**config.mk**
```make
export PLATFORM = sky130hd
export DESIGN_NAME = prog_loader_ctrl
export DESIGN_NICKNAME = d
export VERILOG_FILES = /design/src/rtl/cpu_ctrl_pkg.sv /design/src/rtl/prog_ram.sv /design/src/rtl/prog_loader_ctrl.sv
export SDC_FILE = /design/constraint.sdc
export NUM_CORES = 1
export LEC_CHECK = 0
export CELL_PAD_IN_SITES_DETAIL_PLACEMENT = 1
export CELL_PAD_IN_SITES_GLOBAL_PLACEMENT = 2
export CORE_AREA = 2 2 134 123
export DETAILED_ROUTE_END_ITERATION = 10
export DIE_AREA = 0 0 136 125
export HOLD_SLACK_MARGIN = 0.12
export PLACE_DENSITY_LB_ADDON = 0.1
export SYNTH_ARGS = -nofsm -noshare
export SYNTH_HDL_FRONTEND = slang
export SYNTH_SLANG_ARGS = --single-unit
```
**constraint.sdc**
```tcl
create_clock -name clk -period 5.1 [get_ports clk]
set_input_delay 0.51 -clock clk [delete_from_list [all_inputs] [get_ports clk]]
set_output_delay 0.51 -clock clk [all_outputs]
set_load 0.01 [all_outputs]
```
**src/rtl/cpu_ctrl_pkg.sv**
```systemverilog
// Shared types and constants for the program loader / CPU reset controller.
package cpu_ctrl_pkg;

  localparam int CRST_CYCLES = 2;
  localparam int IMEM_DEPTH  = 16;
  localparam int IMEM_AW     = 4;
  localparam int IMEM_DW     = 8;
  localparam int CNT_W       = 5;
  localparam logic [CNT_W-1:0] WR_COUNT_MAX = 5'd16;

  typedef enum logic [1:0] {
    LOAD = 2'b00,
    CRST = 2'b01,
    RUN  = 2'b10
  } ctrl_state_t;

  // Write counter increment that holds once the full memory depth is reached.
  function automatic logic [CNT_W-1:0] sat_inc(input logic [CNT_W-1:0] v);
    return (v == WR_COUNT_MAX) ? v : v + 5'd1;
  endfunction

endpackage

```
**src/rtl/prog_ram.sv**
```systemverilog
// 16x8 flop-based program memory: one synchronous write port, one
// asynchronous read port, synchronous clear on reset.
module prog_ram
  import cpu_ctrl_pkg::*;
(
  input  logic               clk,
  input  logic               reset,
  input  logic               wr_en,
  input  logic [IMEM_AW-1:0] wr_addr,
  input  logic [IMEM_DW-1:0] wr_data,
  input  logic [IMEM_AW-1:0] rd_addr,
  output logic [IMEM_DW-1:0] rd_data
);

  logic [IMEM_DW-1:0] mem [IMEM_DEPTH];

  // Storage update: reset clears every word, otherwise write on wr_en.
  always_ff @(posedge clk) begin
    if (reset) begin
      for (int i = 0; i < IMEM_DEPTH; i++) begin
        mem[i] <= '0;
      end
    end else if (wr_en) begin
      mem[wr_addr] <= wr_data;
    end
  end

  // Zero-latency fetch path for the CPU.
  assign rd_data = mem[rd_addr];

endmodule

```
**src/rtl/prog_loader_ctrl.sv**
```systemverilog
// Program loader: host fills instruction memory while the CPU is held in
// reset, then a short reset window releases the CPU to run from memory.
//
//   state | meaning
//   ------+---------------------------------------------------------
//   LOAD  | CPU held in reset, host writes accepted, counters active
//   CRST  | memory frozen, CPU still in reset for CRST_CYCLES cycles
//   RUN   | CPU released, fetching from memory, host stalled
//   2'b11 | unreachable, falls back to LOAD on the next edge
module prog_loader_ctrl
  import cpu_ctrl_pkg::*;
(
  input  logic               clk,
  input  logic               reset,
  input  logic               host_valid,
  output logic               host_ready,
  input  logic [IMEM_AW-1:0] host_addr,
  input  logic [IMEM_DW-1:0] host_data,
  input  logic               run_req,
  input  logic               load_req,
  input  logic [IMEM_AW-1:0] cpu_addr,
  output logic [IMEM_DW-1:0] cpu_data,
  output logic               cpu_n_reset,
  output logic [1:0]         state,
  output logic [CNT_W-1:0]   wr_count,
  output logic [IMEM_DW-1:0] checksum
);

  ctrl_state_t        state_q;
  ctrl_state_t        state_d;
  logic [1:0]         crst_cnt;
  logic               wr_en;
  logic               enter_load;
  logic [IMEM_DW-1:0] ram_rd;

  prog_ram u_ram (
    .clk     (clk),
    .reset   (reset),
    .wr_en   (wr_en),
    .wr_addr (host_addr),
    .wr_data (host_data),
    .rd_addr (cpu_addr),
    .rd_data (ram_rd)
  );

  // Next-state and per-state outputs.
  always_comb begin
    state_d     = state_q;
    host_ready  = 1'b0;
    cpu_n_reset = 1'b0;
    cpu_data    = '0;
    case (state_q)
      LOAD: begin
        host_ready = 1'b1;
        if (run_req) state_d = CRST;
      end
      CRST: begin
        cpu_data = ram_rd;
        if (load_req)            state_d = LOAD;
        else if (crst_cnt == '0) state_d = RUN;
      end
      RUN: begin
        cpu_n_reset = 1'b1;
        cpu_data    = ram_rd;
        if (load_req) state_d = LOAD;
      end
      default: state_d = LOAD;
    endcase
  end

  assign wr_en      = (state_q == LOAD) && host_valid;
  assign enter_load = (state_q != LOAD) && (state_d == LOAD);

  // State register.
  always_ff @(posedge clk) begin
    if (reset) state_q <= LOAD;
    else       state_q <= state_d;
  end

  // CPU reset window down-counter, loaded on the edge that leaves LOAD.
  always_ff @(posedge clk) begin
    if (reset) begin
      crst_cnt <= '0;
    end else if ((state_q == LOAD) && (state_d == CRST)) begin
      crst_cnt <= 2'(CRST_CYCLES - 1);
    end else if ((state_q == CRST) && (crst_cnt != '0)) begin
      crst_cnt <= crst_cnt - 2'd1;
    end
  end

  // Write count and checksum, restarted on every entry into LOAD.
  always_ff @(posedge clk) begin
    if (reset || enter_load) begin
      wr_count <= '0;
      checksum <= '0;
    end else if (wr_en) begin
      wr_count <= sat_inc(wr_count);
      checksum <= checksum + host_data;
    end
  end

  assign state = state_q;

endmodule

```
==> results of run 1 <==
==> cell usage in the layout, fill, tap and decap left out, drive strengths merged, types with 4 or more instances in the layout <==
cell type        n
a21oi           10
and2           138
buf             10
clkbuf          19
clkdlybuf4s50   44
clkinv           6
dfxtp           17
edfxtp         128
ha              14
inv             10
mux4            40
nand2           18
nand3            4
nor2            21
nor3             6
o21ai           18
or2              4
xnor2            4
xor2             4
==> cell usage after synthesis (all sizes together) <==
cell	count
or4	1
dfxtp	17
edfxtp	128
xor2	4
buf	7
nor3b	2
inv	9
nand2	18
o21ai	18
nand4	2
or2	4
nor4bb	1
a41oi	1
nor3	6
a2111oi	2
a31oi	2
o21bai	2
nand2b	3
nand3	4
nor2	21
ha	14
o2111ai	1
a211oi	3
xnor2	4
fa	1
clkbuf	14
mux2i	1
nand3b	1
o21a	2
a21oi	10
and2	138
nor2b	3
and3	1
mux4	40
a22o	1
o31ai	1
==> registers in the layout, summed over array words and instances (netlist names) <==
register,flops
u_ram.mem,128
checksum,8
wr_count,5
crst_cnt,2
state,2
==> final cells by class <==
cell class	instances	area [um2]
Tap cell	207	259.0
Fill cell	1565	7482
Inverter	9	33.78
Clock inverter	13	162.7
Sequential cell	145	4184
Timing Repair Buffer	54	513.0
Clock buffer	19	432.9
Multi-Input combinational cell	312	2678
==> critical path, stage by stage <==
cell	delay (ps)
buf_2	360
buf_4	420
mux4_1	610
mux4_2	500
and2_1	190
clkdlybuf4s50_1	480
==> metrics by stage <==
step                      hold slack, ps  cell area (um2)
after floorplan                    476.8             7020
after global placement             461.6             7667
after detailed placement           467.6             7667
after CTS                          476.1             8263
after global routing               495.7             8263
final                              474.1             8263
==> cells by family (layout without fill, tap and decap cells) <==
kind of cell / after synthesis / count (layout) / synth area share (%)
compound gates: 43 / 43 / 3.653
xor+xnor: 8 / 8 / 0.9979
fa+ha+maj: 15 / 15 / 2.780
buf+inv: 30 / 95 / 2.263
flops: 145 / 145 / 59.60
mux: 41 / 41 / 13.88
simple gates: 205 / 205 / 16.82
==> where the power goes <==
part | switching [mW] | total (mW) | internal [mW]
Clock | 0.493 | 1.26 | 0.770
Sequential | 0.0239 | 1.36 | 1.34
Combinational | 0.153 | 0.277 | 0.125
==> layer usage <==
layer	GRT usage (%)	vias to the layer above	share of wire, %
li1	-	1920	-
met1	29.17	2123	44
met2	37.39	91	51
met3	4.258	24	4.0
met4	8.456	0	1.8
met5	0	-	0
==> final timing paths <==
check                                       end  slack, ps
worst min register to register      checksum[0]        470
worst max register to register  u_ram.mem[8][1]       2460
worst min-delay path                checksum[0]        470
worst max-delay path                cpu_data[3]       1500
==> impl_metrics.ini, run 1 <==
[status]
outcome = finished clean

[synthesis]
yosysWarnings = 0
synth_top_area_cell = edfxtp_1
synth.avg_cell_area_um2 = 14.42
yosys-top-cells-area = edfxtp_1 (55%), and2_1 (12%), mux4_2 (7.4%), mux4_1 (6.4%), dfxtp_1 (4.8%)
synth_top_area_share_pct = 54.75
yosysUniqueCellTypes = 41
syn-num-nets = 523
netlist_instances = 487
syn_area_um2 = 7020
yosysSeqAreaShare_pct = 59.60
synth-seq-cells = 145

[clock_network]
htree_num_levels = 4
root_buffer = clkbuf_16
cts_setup_buffers = 0
clockBufferDepth = 2
ctsHoldBuffers = 0
cts_resized = 0
cts.sinks = 145
cts_made_buffers = 17
cts_tree = yes
clk_latency_ps = 420
clk_pin_slew_ps = 60

[setup_path]
critPathRequiredTime_ps = 4590
r2r_cells = 5
cp_max_fo = 21
crit_start = cpu_addr[0]
r2r_start = state[0]
critical_path_class = in -> out
worstSetupEndpointType = output port
crit_arrival_ps = 3090
crit_path_start_kind = primary input

[die]
rows = 44
coreArea_um2 = 15750
die_height_um = 125
die_area_um2 = 17000
initial_core_util_pct = 44.59
die_w_um = 136
io_pins = 46

[cells_and_area]
syn2layout_area_growth_pct = 17.70
finalNonFillerCells = 759
drive_above_1_share_pct = 12.14
final_nets = 575
fin_util_pct = 52.48
antenna_cells = 0

[timing]
finalSetupViolations = 0
period_share_pct = 70.51
clock_skew_ps = 8.104
slew_headroom_pct = 21.45
drv_slew = 0
finalWorstSetupSlack_ps = 1504
rsz0062_at_grt = false
period_minus_slack_ps = 3596
fin_setup_tns_ps = 0
tightest_slew_ps = 1166
max_freq_mhz = 278.1
final_hold_viol_count = 0

[global_route]
grt_antenna_before_repair = 0
gr-usage-all-layers_pct = 22.44
grt_max_degree = 33
grt_pass1_vias = 4581
gr-total-overflow = 0
grt_pass1_wl_mm = 27.21

[power_and_ir_drop]
powerDensity_nw_per_um2 = 351.4
finalPower_mw = 2.904
ir_worst_vdd_mv = 0.2474
leakage_nw = 3.058

[routing]
via_per_inst = 5.478
dr.pass1.iters = 4
ant_nets = 0
vias = 4158
wirelength_mm = 17.72
routedWlPerCell_um = 23.35
drtIter0Drc = 307
drc = 0

[hold_path]
hold_path_class = reg -> reg
worstHoldPathCells = 2
min_from = checksum[0]

[flow_run]
cap_viol_max_count = 0

[place]
dp_cells = 727
place.gp.congestion = 0.7715
hpwl_mm = 12.41
pre_cts_ws_ps = 1471
io_buffers = 45
(Power assumes the default switching activity.)
==> run 2: changes to the inputs <==
Settings changed: CORE_AREA 2 2 134 123 to 2 2 138 127, DIE_AREA 0 0 136 125 to 0 0 140 129.
Clock period 5.1 ns to 3.4 ns, I/O delays scaled along.
==> run 2 against run 1 <==
The run now ends with design-rule violations left. Final area up 2.5%. Via count up 1.4%. Critical path depth unchanged. Global-route usage down 1.2 points. Core utilization down 1.5 points. Non-clock buffer count up 18. Total power up 56%. Setup slack worse by 1100 ps. Clock power up 63%. Sequential power up 50%. Clock-buffer cell count down 2. Register-to-register slack worse by 1300 ps. Critical path type unchanged.
==> impl_metrics.ini, run 2 (synthesized netlist as in run 1, its figures left out) <==
[status]
outcome = finished with violations
violations = design-rule violations

[die]
coreArea_um2 = 16610
initial_core_util_pct = 42.27
rows = 45
die_height_um = 129
io_pins = 46
die_area_um2 = 18060
die_w_um = 140

[routing]
drtIter0Drc = 279
routedWlPerCell_um = 22.79
ant_nets = 0
drc = 3
dr.pass1.iters = 10
wirelength_mm = 17.75
via_per_inst = 5.411
vias = 4215

[clock_network]
htree_num_levels = 4
cts_resized = 0
clk_latency_ps = 430
clk_pin_slew_ps = 60
root_buffer = clkbuf_16
clockBufferDepth = 2
cts.sinks = 145
ctsHoldBuffers = 0
cts_tree = yes
cts_made_buffers = 17
cts_setup_buffers = 0

[cells_and_area]
largest_register_ffs = 128
top_register = u_ram.mem
final_nets = 593
syn2layout_area_growth_pct = 20.62
layout_common_cells = and2_1 (138), edfxtp_1 (128), clkdlybuf4s50_1 (44)
drive_above_1_share_pct = 14.79
reg_top3 = u_ram.mem (128), checksum (8), wr_count (5)
final_common_cell = and2_1
finalNonFillerCells = 779
antenna_cells = 0

[setup_path]
cp_max_fo = 32
critical_path_class = in -> out
crit_path_top_delay_cell = clkdlybuf4s50_1
crit_arrival_ps = 2620
critPathRequiredTime_ps = 3060
crit_path_start_kind = primary input
slowest_delay_ps = 510
path_cells = clkdlybuf4s50_1 > buf_12 > mux4_2 > mux4_2 > and2_1 > clkdlybuf4s50_1
crit_start = cpu_addr[2]
r2r_start = state[1]
worstSetupEndpointType = output port

[flow_run]
cap_viol_max_count = 0

[global_route]
grt_max_degree = 33
grt_antenna_before_repair = 0
grt_pass1_vias = 4568
gr-total-overflow = 0
grt_pass1_wl_mm = 27.65
gr-usage-all-layers_pct = 21.28

[timing]
finalSetupViolations = 0
rsz0062_at_grt = false
slew_headroom_pct = 54.36
period_share_pct = 87.03
final_hold_viol_count = 0
max_freq_mhz = 338.0
finalWorstSetupSlack_ps = 441.1
fin_setup_tns_ps = 0
drv_slew = 0
tightest_slew_ps = 682.4
clock_skew_ps = 6.364
period_minus_slack_ps = 2959
whs_ps = 471.7

[hold_path]
min_from = checksum[3]
hold_path_class = reg -> reg

[power_and_ir_drop]
ir_worst_vdd_mv = 0.3452
finalPower_mw = 4.530
pwr-share-seq_pct = 45.1
switchingPower_mw = 1.019
switching_share_pct = 22.50
leakage_nw = 3.180
clkPwrFrac_pct = 45.3
p_int_mw = 3.511
powerDensity_nw_per_um2 = 535.0
comb_power_share_pct = 9.6

[place]
place.gp.congestion = 0.7452
pre_cts_ws_ps = 434.5
hpwl_mm = 12.34
io_buffers = 45
dp_cells = 749
run 2: cell types whose count changed in the layout (fill, tap and decap cells not counted):
cell | previous run | this run
clkinv_4 | 3 | 2
inv_6 | 1 | 3
bufinv_16 | 3 | 5
clkbuf_1 | 2 | 0
clkinv_1 | 0 | 1
buf_12 | 0 | 2
buf_4 | 9 | 25
o21ai_0 | 11 | 17
clkinv_2 | 3 | 1
clkinvlp_4 | 3 | 1
o21ai_1 | 7 | 1
run 2: layout make-up:
| cell class | instances | area, um2 |
|---|---|---|
| Fill cell | 1604 | 8142 |
| Sequential cell | 145 | 4184 |
| Multi-Input combinational cell | 312 | 2678 |
| Timing Repair Buffer | 72 | 673.1 |
| Clock buffer | 17 | 425.4 |
| Tap cell | 211 | 264.0 |
| Clock inverter | 13 | 210.2 |
| Inverter | 9 | 33.78 |
run 2: layer usage:
metal | routed length [um] | GRT usage [%]
met5 | 0 | 0
met4 | 263 | 7.724
met3 | 836 | 4.503
met2 | 8801 | 35.76
met1 | 7852 | 27.69
run 2: critical path, delay by kind of cell:
family / cells / cell delay [ps]
buf+inv: 3 / 1210
mux: 2 / 860
simple gates: 1 / 180
run 2: power by group through the flow:
stage	clock (mW)	combinational (mW)	sequential, mW
after floorplan	0	0.250	2.07
after global placement	0	0.432	2.08
after detailed placement	0	0.442	2.08
after CTS	2.09	0.445	2.04
after global routing	2.15	0.477	2.05
final	2.05	0.437	2.04
run 2: stage by stage:
step           util [%]  cell area, um2
6_report          50.98            8468
5_1_grt           50.98            8468
4_1_cts           50.98            8468
3_5_place_dp      47.16            7833
3_3_place_gp      47.16            7833
2_1_floorplan         -            7020
run 2: worst paths after layout:
check,endpoint,depth (start not counted),slack [ps]
hold reg to reg,checksum[3],2,470
setup reg to reg,u_ram.mem[0][7],7,1130
setup / recovery,cpu_data[2],6,440
hold / removal,checksum[3],2,470
==> run 3: changes to the inputs <==
Settings changed: SKIP_CTS_REPAIR_TIMING set to 1.
==> results of run 3 <==
Final layout, timing and power as in run 2 (identical DEF).
